File: src/rtl/dmem_arbiter.sv
// Purpose : shares the single-port data_memory between the CPU load/store port and the debug/loader port.
//           The CPU has fixed priority. After MAX_WAIT consecutive lost arbitrations the debug port gets a forced grant.
// Latency : request sampled at edge E, memory access in cycle E..E+1, ack pulse in cycle E+1..E+2.
// Backpres: a requester holds req and its fields until its ack; there is at most one access every 2 cycles.
// Ports   : cpu_* / dbg_* are the req/we/addr/wdata inputs and ack/rdata outputs of each requester;
//           mem_we/mem_addr/mem_wdata/mem_rdata connect to WE_dmem/alu_out/reg_out/mem_out;
//           busy is high in ACCESS; owner gives the port of the current or last access (0 = CPU, 1 = debug).
module dmem_arbiter #(
    parameter int unsigned ADDR_W   = 16,
    parameter int unsigned DATA_W   = 16,
    parameter int unsigned MAX_WAIT = 4
) (
    input  logic              clk,
    input  logic              rst_n,
    input  logic              cpu_req,
    input  logic              cpu_we,
    input  logic [ADDR_W-1:0] cpu_addr,
    input  logic [DATA_W-1:0] cpu_wdata,
    output logic              cpu_ack,
    output logic [DATA_W-1:0] cpu_rdata,
    input  logic              dbg_req,
    input  logic              dbg_we,
    input  logic [ADDR_W-1:0] dbg_addr,
    input  logic [DATA_W-1:0] dbg_wdata,
    output logic              dbg_ack,
    output logic [DATA_W-1:0] dbg_rdata,
    output logic              mem_we,
    output logic [ADDR_W-1:0] mem_addr,
    output logic [DATA_W-1:0] mem_wdata,
    input  logic [DATA_W-1:0] mem_rdata,
    output logic              busy,
    output logic              owner
);

    typedef enum logic {IDLE = 1'b0, ACCESS = 1'b1} state_t;

    localparam logic [3:0] WAIT_MAX = 4'(MAX_WAIT);

    state_t            state_q, state_d;
    logic [3:0]        wait_cnt_q, wait_cnt_d;
    logic              mem_we_q, mem_we_d;
    logic [ADDR_W-1:0] mem_addr_q, mem_addr_d;
    logic [DATA_W-1:0] mem_wdata_q, mem_wdata_d;
    logic              owner_q, owner_d;
    logic              cpu_ack_q, cpu_ack_d;
    logic              dbg_ack_q, dbg_ack_d;
    logic [DATA_W-1:0] cpu_rdata_q, cpu_rdata_d;
    logic [DATA_W-1:0] dbg_rdata_q, dbg_rdata_d;

    logic dbg_forced;
    logic grant_dbg;
    logic grant_cpu;

    always_comb begin
        // The debug port overrides the CPU only once it has lost MAX_WAIT arbitrations in a row.
        dbg_forced = dbg_req && (wait_cnt_q == WAIT_MAX);
        grant_dbg  = dbg_forced || (dbg_req && !cpu_req);
        grant_cpu  = cpu_req && !dbg_forced;

        state_d     = state_q;
        wait_cnt_d  = wait_cnt_q;
        mem_we_d    = mem_we_q;
        mem_addr_d  = mem_addr_q;
        mem_wdata_d = mem_wdata_q;
        owner_d     = owner_q;
        cpu_ack_d   = 1'b0;
        dbg_ack_d   = 1'b0;
        cpu_rdata_d = cpu_rdata_q;
        dbg_rdata_d = dbg_rdata_q;

        case (state_q)
            IDLE: begin
                if (grant_dbg) begin
                    mem_we_d    = dbg_we;
                    mem_addr_d  = dbg_addr;
                    mem_wdata_d = dbg_wdata;
                    owner_d     = 1'b1;
                    wait_cnt_d  = 4'd0;
                    state_d     = ACCESS;
                end else if (grant_cpu) begin
                    mem_we_d    = cpu_we;
                    mem_addr_d  = cpu_addr;
                    mem_wdata_d = cpu_wdata;
                    owner_d     = 1'b0;
                    state_d     = ACCESS;
                    if (!dbg_req) begin
                        wait_cnt_d = 4'd0;
                    end else if (wait_cnt_q != WAIT_MAX) begin
                        wait_cnt_d = wait_cnt_q + 4'd1;
                    end
                end else if (!dbg_req) begin
                    wait_cnt_d = 4'd0;
                end
            end
            ACCESS: begin
                // mem_* were stable through this cycle, so a write commits at this closing edge.
                mem_we_d = 1'b0;
                state_d  = IDLE;
                if (owner_q) begin
                    dbg_ack_d = 1'b1;
                    if (!mem_we_q) begin
                        dbg_rdata_d = mem_rdata;
                    end
                end else begin
                    cpu_ack_d = 1'b1;
                    if (!mem_we_q) begin
                        cpu_rdata_d = mem_rdata;
                    end
                end
            end
            default: state_d = IDLE;
        endcase
    end

    // Asynchronous reset drops mem_we immediately, so an in-flight write never commits.
    always_ff @(posedge clk or negedge rst_n) begin
        if (!rst_n) begin
            state_q     <= IDLE;
            wait_cnt_q  <= 4'd0;
            mem_we_q    <= 1'b0;
            mem_addr_q  <= '0;
            mem_wdata_q <= '0;
            owner_q     <= 1'b0;
            cpu_ack_q   <= 1'b0;
            dbg_ack_q   <= 1'b0;
            cpu_rdata_q <= '0;
            dbg_rdata_q <= '0;
        end else begin
            state_q     <= state_d;
            wait_cnt_q  <= wait_cnt_d;
            mem_we_q    <= mem_we_d;
            mem_addr_q  <= mem_addr_d;
            mem_wdata_q <= mem_wdata_d;
            owner_q     <= owner_d;
            cpu_ack_q   <= cpu_ack_d;
            dbg_ack_q   <= dbg_ack_d;
            cpu_rdata_q <= cpu_rdata_d;
            dbg_rdata_q <= dbg_rdata_d;
        end
    end

    assign busy      = (state_q == ACCESS);
    assign owner     = owner_q;
    assign mem_we    = mem_we_q;
    assign mem_addr  = mem_addr_q;
    assign mem_wdata = mem_wdata_q;
    assign cpu_ack   = cpu_ack_q;
    assign dbg_ack   = dbg_ack_q;
    assign cpu_rdata = cpu_rdata_q;
    assign dbg_rdata = dbg_rdata_q;

endmodule

File: config.mk
export PLATFORM = sky130hd
export DESIGN_NAME = dmem_arbiter
export DESIGN_NICKNAME = d
export VERILOG_FILES = /design/src/rtl/dmem_arbiter.sv
export SDC_FILE = /design/constraint.sdc
export NUM_CORES = 1
export LEC_CHECK = 0
export CORE_ASPECT_RATIO = 1.25
export CORE_MARGIN = 2
export CORE_UTILIZATION = 45
export CTS_BUF_LIST = sky130_fd_sc_hd__clkbuf_2 sky130_fd_sc_hd__clkbuf_4 sky130_fd_sc_hd__clkbuf_8
export CTS_CLUSTER_SIZE = 28
export DETAILED_ROUTE_END_ITERATION = 7
export HOLD_SLACK_MARGIN = 0.02
export PLACE_DENSITY = 0.95
export RECOVER_POWER = 25
export REMOVE_ABC_BUFFERS = 1
export SYNTH_ARGS = -nofsm -noshare
export SYNTH_HDL_FRONTEND = slang
export SYNTH_SLANG_ARGS = --single-unit
File: constraint.sdc
create_clock -name clk -period 3.5 [get_ports clk]
set_clock_uncertainty 0.2 [all_clocks]
set_input_delay 0.7 -clock clk [delete_from_list [all_inputs] [get_ports clk]]
set_output_delay 0.7 -clock clk [all_outputs]
set_load 0.05 [all_outputs]
==> flow_metrics.tcl, run 1 <==
set metrics [dict create \
    outcome "complete, but fails checks" \
    violations "capacitance limit, slew limit" \
    antennaDiodeCount 0 \
    rows 35 \
    cts_hold_buffers 0 \
    cp_max_fo 14 \
    syn_inst 292 \
    yosysSeqAreaShare_pct 54.3 \
    worst-path-buf-inv 1 \
    postSynthAreaPerCell_um2 11.5 \
    yosysTopAreaCell "dfrtp_1" \
    cts_root_buffer "clkbuf_8" \
    cts_tree "built" \
    synth_seq_cells 73 \
    wirelength_um 8930 \
    power.density_nw_per_um2 782 \
    io_pins 155 \
    rr_endpoint "cpu_rdata[12]" \
    area_growth_syn_to_layout_pct 52.4 \
    whs_path_depth 2 \
    report.final.setup_viol 0 \
    viasPerCell 5.41 \
    die-height_um 101 \
    min_to "mem_addr[8]" \
    ys_types 32 \
    relSlewSlack_pct -17.7 \
    drive_above_1_share_pct 13.6 \
    critPathCaptureType "output port" \
    start_util_pct 46.0 \
    drc_errors 0 \
    ctsResizeCount 0 \
    worst_slack_ns 0.778 \
    period_needed_ns 2.72 \
    fin_crit_sh_pct 77.8 \
    dr.pass1.iters 4 \
    synth_area_leaders "dfrtp_1 (54%), mux2_4 (8.9%), nand2_1 (7.5%), o211ai_1 (7.1%), nand4_1 (5.9%)" \
    post-cts-setup-buffers 0 \
    grt_remaining_overflow 0 \
    cts_buffers 9 \
    rsz0062_at_grt "false" \
    required_ns 2.60 \
    p_leak_nw 2.15 \
    start_kind "flip-flop" \
    dieWidth_um 81.4 \
    vdd_drop_max_mv 0.518 \
    wl_per_cell_um 16.7 \
    multiInputGateArea_um2 1340 \
    crit_arrival_ns 1.82 \
    finalSetupTns_ns 0 \
    portBuffers 154 \
    grt_pass1_wl_um 13900 \
    n_fill_cell 527 \
    path_clk_slew_ns 0.08 \
    first_iter_violations 108 \
    hold_path.class "reg -> reg" \
    grt_start_max_net_pins 74 \
    clk_latency_ns 0.34 \
    grt_pass1_vias 2978 \
    dp_hpwl_um 6450 \
    die_area_um2 8190 \
    cts-htree-levels 3 \
    ant_nets 0 \
    hold_viol 0 \
    syn_area_um2 3370 \
    ff2ff_path_depth 3 \
    yosysWarningCount 0 \
    cts_sinks 73 \
    crit_chain "clkdlybuf4s50_1" \
    reg2reg_slack_ns 1.35 \
    regArea_um2 1830 \
    drv_cap 1 \
    antenna_found_initial 0 \
    dpl_worst_slack_ns 0.998 \
    netlist.area_leader.share_pct 54.3 \
    slew_viol_final 74 \
    critPathKind "reg -> out" \
    critPathMaxStageDelay_ns 0.89 \
    clk_path_buf_depth 2 \
    place_congestion 0.804 \
    min_from "mem_addr[8]" \
    tightest_slew_ns 1.77 \
    gr-usage-all-layers_pct 22.3 \
    fmax_mhz 367 \
    nets 525 \
    critical-path-top-delay-family "buffers and inverters" \
    vias 2887 \
    coreArea_um2 7310 \
    cp_slowest_cell "clkdlybuf4s50_1" \
    r2r-start "busy" \
]
## cells by family (layout without fill, tap and decap cells)
group           Yosys count  after routing  share of synthesized area (%)
simple gates            111            111                           16.2
compound gates           41             41                           9.37
fa+ha+maj                 2              2                          0.743
mux                      35             35                           13.9
buf+inv                  30            180                           5.58
flops                    73             73                           54.3
## routing by layer
layer  part of all wire [%]  vias up  wire, µm  track usage, %
met4                    2.4        0       215            10.0
met2                     52      130      4630            38.1
li1                       -     1329         -               -
met1                     39     1407      3460            25.6
met3                    7.0       21       622            6.27
met5                      0        -         0               0
## layout make-up
class / count / area share [%]
Tap cell: 92 / 2.24
Timing Repair Buffer: 159 / 30.9
Multi-Input combinational cell: 189 / 26.1
Clock inverter: 7 / 2.29
Inverter: 5 / 0.366
Clock buffer: 9 / 2.41
Sequential cell: 73 / 35.6
## state kept, by name, summed over array words and instances, names as in the netlist, 4 cells and up
register    count
dbg_rdata      16
mem_addr       16
cpu_rdata      16
wait_cnt_q      4
mem_wdata      16
## how the worst max path moves through the flow
stage | start | cells past startpoint | end | slack, ns
2_1_floorplan | busy | 4 | mem_addr[0] | 1.21
3_3_place_gp | dbg_req | 5 | mem_we | 1.07
3_5_place_dp | cpu_req | 5 | mem_addr[0] | 1.0
4_1_cts | busy | 1 | busy | 0.73
5_1_grt | busy | 1 | busy | 0.68
6_report | busy | 1 | busy | 0.78
## through the flow
step           total power [mW]  instances  util [%]  hold WS, ns  instance area [µm²]
3_5_place_dp               3.25        518      67.0        0.295                 4900
4_1_cts                    4.05        534      70.3        0.303                 5140
6_report                   4.01        534      70.1        0.313                 5130
3_3_place_gp               3.19        518      67.0        0.288                 4900
5_1_grt                    4.18        534      70.1        0.325                 5130
2_1_floorplan              2.50        267         -        0.204                 3200
## synthesized netlist by cell type
master    instances
o211ai_1         32
buf_2            14
a311oi_1          1
nand2b_2          1
nor3_1            3
buf_6             3
o21a_1            1
and3b_1           1
nand4_1          32
ha_1              2
o21bai_4          1
dfrtp_1          73
inv_2             1
mux2i_1           2
nand2b_1          1
nor2b_4           2
inv_1             4
nor2_1            1
buf_12            1
nand3_1           1
nand4b_1          1
o31ai_1           1
nand2_1          67
o21ai_0           3
a22o_1            1
buf_4             2
mux2_4           20
mux2_2           13
o21ai_2           1
buf_8             1
clkbuf_1          4
and2_4            1
## placed cells by master (no fill, tap or decap), types with 2 or more instances in the layout
cell type	count
bufinv_16	3
o21ai_0	3
nand4_1	32
clkbuf_8	9
ha_1	2
mux2_2	13
clkinv_2	2
o211ai_1	32
nand2_1	67
clkdlybuf4s50_1	153
inv_1	4
mux2_4	20
nor3_1	3
buf_4	4
dfrtp_1	73
mux2i_1	2
## report_power, final
part / internal, mW / switching (mW) / total, mW
registers: 1.09 / 0.155 / 1.25
logic: 0.755 / 1.21 / 1.97
clock network: 0.475 / 0.322 / 0.796
Note: power is estimated with default switching activity, not from simulation.
==> run 2: changes to the inputs <==
--- a/config.mk
+++ b/config.mk
@@ -7,12 +7,12 @@
 export LEC_CHECK = 0
 export CORE_ASPECT_RATIO = 1.25
 export CORE_MARGIN = 2
-export CORE_UTILIZATION = 45
+export CORE_UTILIZATION = 43
 export CTS_BUF_LIST = sky130_fd_sc_hd__clkbuf_2 sky130_fd_sc_hd__clkbuf_4 sky130_fd_sc_hd__clkbuf_8
 export CTS_CLUSTER_SIZE = 28
 export DETAILED_ROUTE_END_ITERATION = 7
 export HOLD_SLACK_MARGIN = 0.02
-export PLACE_DENSITY = 0.95
+export PLACE_DENSITY = 0.92
 export RECOVER_POWER = 25
 export REMOVE_ABC_BUFFERS = 1
 export SYNTH_ARGS = -nofsm -noshare
==> constraint.sdc (replaced) <==
create_clock -name clk -period 2.8 [get_ports clk]
set_clock_uncertainty 0.2 [all_clocks]
set_input_delay 0.56 -clock clk [delete_from_list [all_inputs] [get_ports clk]]
set_output_delay 0.56 -clock clk [all_outputs]
set_load 0.05 [all_outputs]
==> run 2 against run 1 <==
  * The run still ends with capacitance limit, slew limit left
  * Sequential share of layout area fell by 0.28 points
  * Via count fell by 0.90%
  * Sequential cell count did not move
  * Die area rose by 4.4%
  * Global-route usage fell by 2.7 points
  * Largest cell class unchanged
==> flow_metrics.tcl, run 2 (synthesis gave the netlist of run 1 again) <==
set metrics [dict create \
    slew_viol_final 74 \
    tightest_slew_ns 1.77 \
    drive_above_1_share_pct 13.8 \
    place_congestion 0.818 \
    crit_arrival_ns 1.63 \
    clk_path_buf_depth 2 \
    required_ns 2.04 \
    antenna_found_initial 0 \
    nets 526 \
    vdd_drop_max_mv 0.770 \
    grt_remaining_overflow 0 \
    wirelength_um 8580 \
    critPathMaxStageDelay_ns 0.84 \
    cp_max_fo 4 \
    drc_errors 0 \
    layout_commonest_cell "clkdlybuf4s50_1" \
    period_needed_ns 2.39 \
    drv_cap 1 \
    path_clk_slew_ns 0.08 \
    cp_slowest_cell "clkdlybuf4s50_1" \
    dr.pass1.iters 4 \
    layout_common_cells "clkdlybuf4s50_1 (153), dfrtp_1 (73), nand2_1 (67), nand4_1 (32), o211ai_1 (32)" \
    ctsResizeCount 0 \
    first_iter_violations 93 \
    multiInputGateArea_um2 1350 \
    io_pins 155 \
    critPathCaptureType "output port" \
    coreArea_um2 7700 \
    relSlewSlack_pct -17.7 \
    cts_hold_buffers 0 \
    cts_buffers 9 \
    area_growth_syn_to_layout_pct 53.6 \
    n_fill_cell 581 \
    start_kind "flip-flop" \
    report.final.setup_viol 0 \
    viasPerCell 5.32 \
    die_area_um2 8560 \
    crit_chain "clkdlybuf4s50_1" \
    die-height_um 103 \
    clk_latency_ns 0.33 \
    rsz0062_at_grt "false" \
    regArea_um2 1830 \
    power.density_nw_per_um2 983 \
    cts_sinks 73 \
    grt_pass1_wl_um 13300 \
    cts_root_buffer "clkbuf_8" \
    outcome "complete, but fails checks" \
    violations "capacitance limit, slew limit" \
    dp_hpwl_um 6030 \
    fin_crit_sh_pct 85.5 \
    critical-path-top-delay-family "buffers and inverters" \
    start_util_pct 43.7 \
    rows 36 \
    critPathKind "reg -> out" \
    vias 2861 \
    wl_per_cell_um 15.9 \
    cts_tree "built" \
    p_leak_nw 2.17 \
    grt_start_max_net_pins 74 \
    worst-path-buf-inv 1 \
    grt_pass1_vias 2840 \
    dieWidth_um 83.1 \
    finalSetupTns_ns 0 \
    utilization_pct 67.1 \
    cts-htree-levels 3 \
    portBuffers 154 \
    ant_nets 0 \
    hold_viol 0 \
    fmax_mhz 418 \
    post-cts-setup-buffers 0 \
    antennaDiodeCount 0 \
    finalPower_mw 5.08 \
    hold_path.class "reg -> reg" \
    gr-usage-all-layers_pct 19.6 \
]
-- run 2: worst paths after layout --
kind | startpoint | to | slack, ns | cells past startpoint
max reg2reg | busy | cpu_rdata[9] | 0.52 | 4
max in group asynchronous | rst_n | dbg_rdata[10] | 0.87 | 1
max | mem_we | mem_we | 0.41 | 1
min reg2reg | mem_wdata[0] | mem_wdata[0] | 0.31 | 2
min | mem_wdata[0] | mem_wdata[0] | 0.31 | 2
min in group asynchronous | rst_n | dbg_rdata[0] | 0.50 | 1
-- run 2: area by class of cell --
type | instances | share of cell area (%)
Clock buffer | 9 | 2.40
Clock inverter | 7 | 2.76
Inverter | 5 | 0.363
Multi-Input combinational cell | 189 | 26.1
Sequential cell | 73 | 35.3
Tap cell | 95 | 2.30
Timing Repair Buffer | 160 | 30.8
-- run 2: report_power, final --
group | switching, mW | leakage (nW) | internal [mW]
registers | 0.184 | 0.884 | 1.37
clock network | 0.381 | 0.133 | 0.683
logic | 1.52 | 1.15 | 0.946
total | 2.09 | 2.17 | 2.99
-- run 2: metrics by stage --
stage / setup WS (ns) / hold WS (ns) / cell area, µm² / std cells
2_1_floorplan: 0.511 / 0.0644 / 3200 / 267
3_3_place_gp: 0.516 / 0.289 / 4910 / 522
3_5_place_dp: 0.459 / 0.292 / 4910 / 522
4_1_cts: 0.381 / 0.184 / 5180 / 538
5_1_grt: 0.359 / 0.323 / 5170 / 538
6_report: 0.406 / 0.309 / 5170 / 538
-- run 2: metal layers --
metal / vias to the layer above / GRT usage, % / part of all wire, %
met3: 14 / 6.33 / 8.1
met5: - / 0 / 0
met1: 1371 / 22.7 / 40
li1: 1335 / - / -
met4: 0 / 6.81 / 1.3
met2: 141 / 34.8 / 51
==> run 3: changes to the inputs <==
--- a/config.mk
+++ b/config.mk
@@ -6,13 +6,12 @@
 export NUM_CORES = 1
 export LEC_CHECK = 0
 export CORE_ASPECT_RATIO = 1.25
-export CORE_MARGIN = 2
-export CORE_UTILIZATION = 43
+export CORE_UTILIZATION = 39
 export CTS_BUF_LIST = sky130_fd_sc_hd__clkbuf_2 sky130_fd_sc_hd__clkbuf_4 sky130_fd_sc_hd__clkbuf_8
 export CTS_CLUSTER_SIZE = 28
 export DETAILED_ROUTE_END_ITERATION = 7
 export HOLD_SLACK_MARGIN = 0.02
-export PLACE_DENSITY = 0.92
+export PLACE_DENSITY = 0.85
 export RECOVER_POWER = 25
 export REMOVE_ABC_BUFFERS = 1
 export SYNTH_ARGS = -nofsm -noshare
==> run 3 against run 2 <==
  * Final area down 0.68%
  * Hold slack worse by 0.0023 ns
  * Non-clock buffer count did not move
  * Via count increased by 0.87%
  * Critical path type unchanged
  * The run still ends with capacitance limit, slew limit left
  * Die area grew 5.3%
  * Sequential cell count stayed put
==> flow_metrics.tcl, run 3 (synthesis gave the netlist of run 1 again) <==
set metrics [dict create \
    die-height_um 106 \
    fmax_mhz 419 \
    finalSetupTns_ns 0 \
    p_seq_share_pct 31.2 \
    finalPower_mw 4.94 \
    first_iter_violations 91 \
    power.density_nw_per_um2 961 \
    cts_hold_buffers 0 \
    fin_crit_sh_pct 85.2 \
    portBuffers 154 \
    layout_common_cells "clkdlybuf4s50_1 (153), dfrtp_1 (73), nand2_1 (67), nand4_1 (32), o211ai_1 (32)" \
    switching_share_pct 42.1 \
    grt_pass1_wl_um 13900 \
    critPathKind "reg -> out" \
    place_congestion 0.757 \
    wl_per_cell_um 15.8 \
    p_leak_nw 2.15 \
    coreArea_um2 8290 \
    gr-usage-all-layers_pct 19.9 \
    antennaDiodeCount 0 \
    dp_hpwl_um 5820 \
    nets 526 \
    cp.depth 1 \
    clockPowerShare_pct 18.9 \
    report.final.setup_viol 0 \
    cp_slowest_cell "clkdlybuf4s50_1" \
    grt_remaining_overflow 0 \
    tightest_slew_ns 1.81 \
    rows 37 \
    path_clk_slew_ns 0.08 \
    cts_buffers 9 \
    ctsResizeCount 0 \
    grt_start_max_net_pins 74 \
    io_pins 155 \
    rsz0062_at_grt "false" \
    outcome "complete, but fails checks" \
    die_area_um2 9010 \
    worst-path-buf-inv 1 \
    dr.pass1.iters 4 \
    drive_above_1_share_pct 13.8 \
    hold_path.class "reg -> reg" \
    grt_pass1_vias 2883 \
    cp_max_fo 4 \
    worst_slack_ns 0.415 \
    start_kind "flip-flop" \
    required_ns 2.04 \
    cts_sinks 73 \
    p_comb_share_pct 49.9 \
    period_needed_ns 2.39 \
    violations "capacitance limit, slew limit" \
    vias 2886 \
    viasPerCell 5.34 \
    crit_arrival_ns 1.63 \
    crit_chain "clkdlybuf4s50_1" \
    reg2reg_slack_ns 0.56 \
    hold_viol 0 \
    relSlewSlack_pct -20.6 \
    drc_errors 0 \
    critPathMaxStageDelay_ns 0.84 \
    ff2ff_path_depth 4 \
    dpl_worst_slack_ns 0.490 \
    clk_path_buf_depth 2 \
    layout_commonest_cell "clkdlybuf4s50_1" \
    p_switching_mw 2.08 \
    drv_cap 1 \
    r2r-start "busy" \
    ant_nets 0 \
    clk_latency_ns 0.34 \
    area_growth_syn_to_layout_pct 52.6 \
    cts_tree "built" \
    vdd_drop_max_mv 0.325 \
    slew_viol_final 74 \
    start_util_pct 40.6 \
    crit_end "mem_we" \
    antenna_found_initial 0 \
    post-cts-setup-buffers 0 \
    critPathLaunch "mem_we" \
    cts_root_buffer "clkbuf_8" \
    dieWidth_um 85.1 \
    critical-path-top-delay-family "buffers and inverters" \
    critPathCaptureType "output port" \
    cts-htree-levels 3 \
    wirelength_um 8510 \
    internal_power_mw 2.86 \
    rr_endpoint "cpu_rdata[13]" \
]
run 3: cell count changes in the layout (fill, tap and decap cells not counted):
cell	delta
bufinv_16	-2
clkbuf_8	+2
clkinv_2	+1
clkinv_4	-2
clkinvlp_4	+1
run 3: final cells by class:
class	count	area, µm²
fill	658	3150
sequential	73	1830
timing repair buffer	160	1590
multi-input combinational	189	1350
clock buffer	11	151
tap	97	121
clock inverter	5	77.6
inverter	5	18.8
run 3: worst min-delay path by stage:
stage,start,end,slack [ns],depth (start not counted)
6_report,dbg_rdata[1],dbg_rdata[1],0.31,1
5_1_grt,dbg_rdata[7],dbg_rdata[7],0.32,1
4_1_cts,rst_n,dbg_rdata[6],0.17,1
3_5_place_dp,dbg_rdata[1],dbg_rdata[1],0.29,1
3_3_place_gp,dbg_rdata[1],dbg_rdata[1],0.29,1
2_1_floorplan,rst_n,busy,0.06,0
run 3: per-layer routing:
metal  GRT usage [%]  routed length, µm  vias to the layer above  part of all wire [%]
met2            31.4               4080                      146                    48
met1            24.1               3410                     1393                    40
met5               0                  0                        -                     0
met4            9.69                208                        0                   2.4
met3            7.05                807                       15                   9.5
li1                -                  -                     1332                     -
run 3: through the flow:
| stage | cells | hold slack, ns | utilization (%) | area (µm²) |
|---|---|---|---|---|
| floorplan | 267 | 0.0644 | - | 3200 |
| global placement | 524 | 0.288 | 59.3 | 4910 |
| detailed placement | 524 | 0.294 | 59.3 | 4910 |
| CTS | 540 | 0.174 | 62.1 | 5140 |
| global route | 540 | 0.319 | 62.0 | 5130 |
| finish | 540 | 0.307 | 62.0 | 5130 |
run 3: power by group through the flow:
| stage | sequential [mW] | combinational, mW | clock (mW) |
|---|---|---|---|
| floorplan | 2.64 | 0.476 | 0 |
| global placement | 1.54 | 2.45 | 0 |
| detailed placement | 1.56 | 2.47 | 0 |
| CTS | 1.55 | 2.48 | 0.957 |
| global route | 1.58 | 2.57 | 1.01 |
| finish | 1.54 | 2.46 | 0.933 |
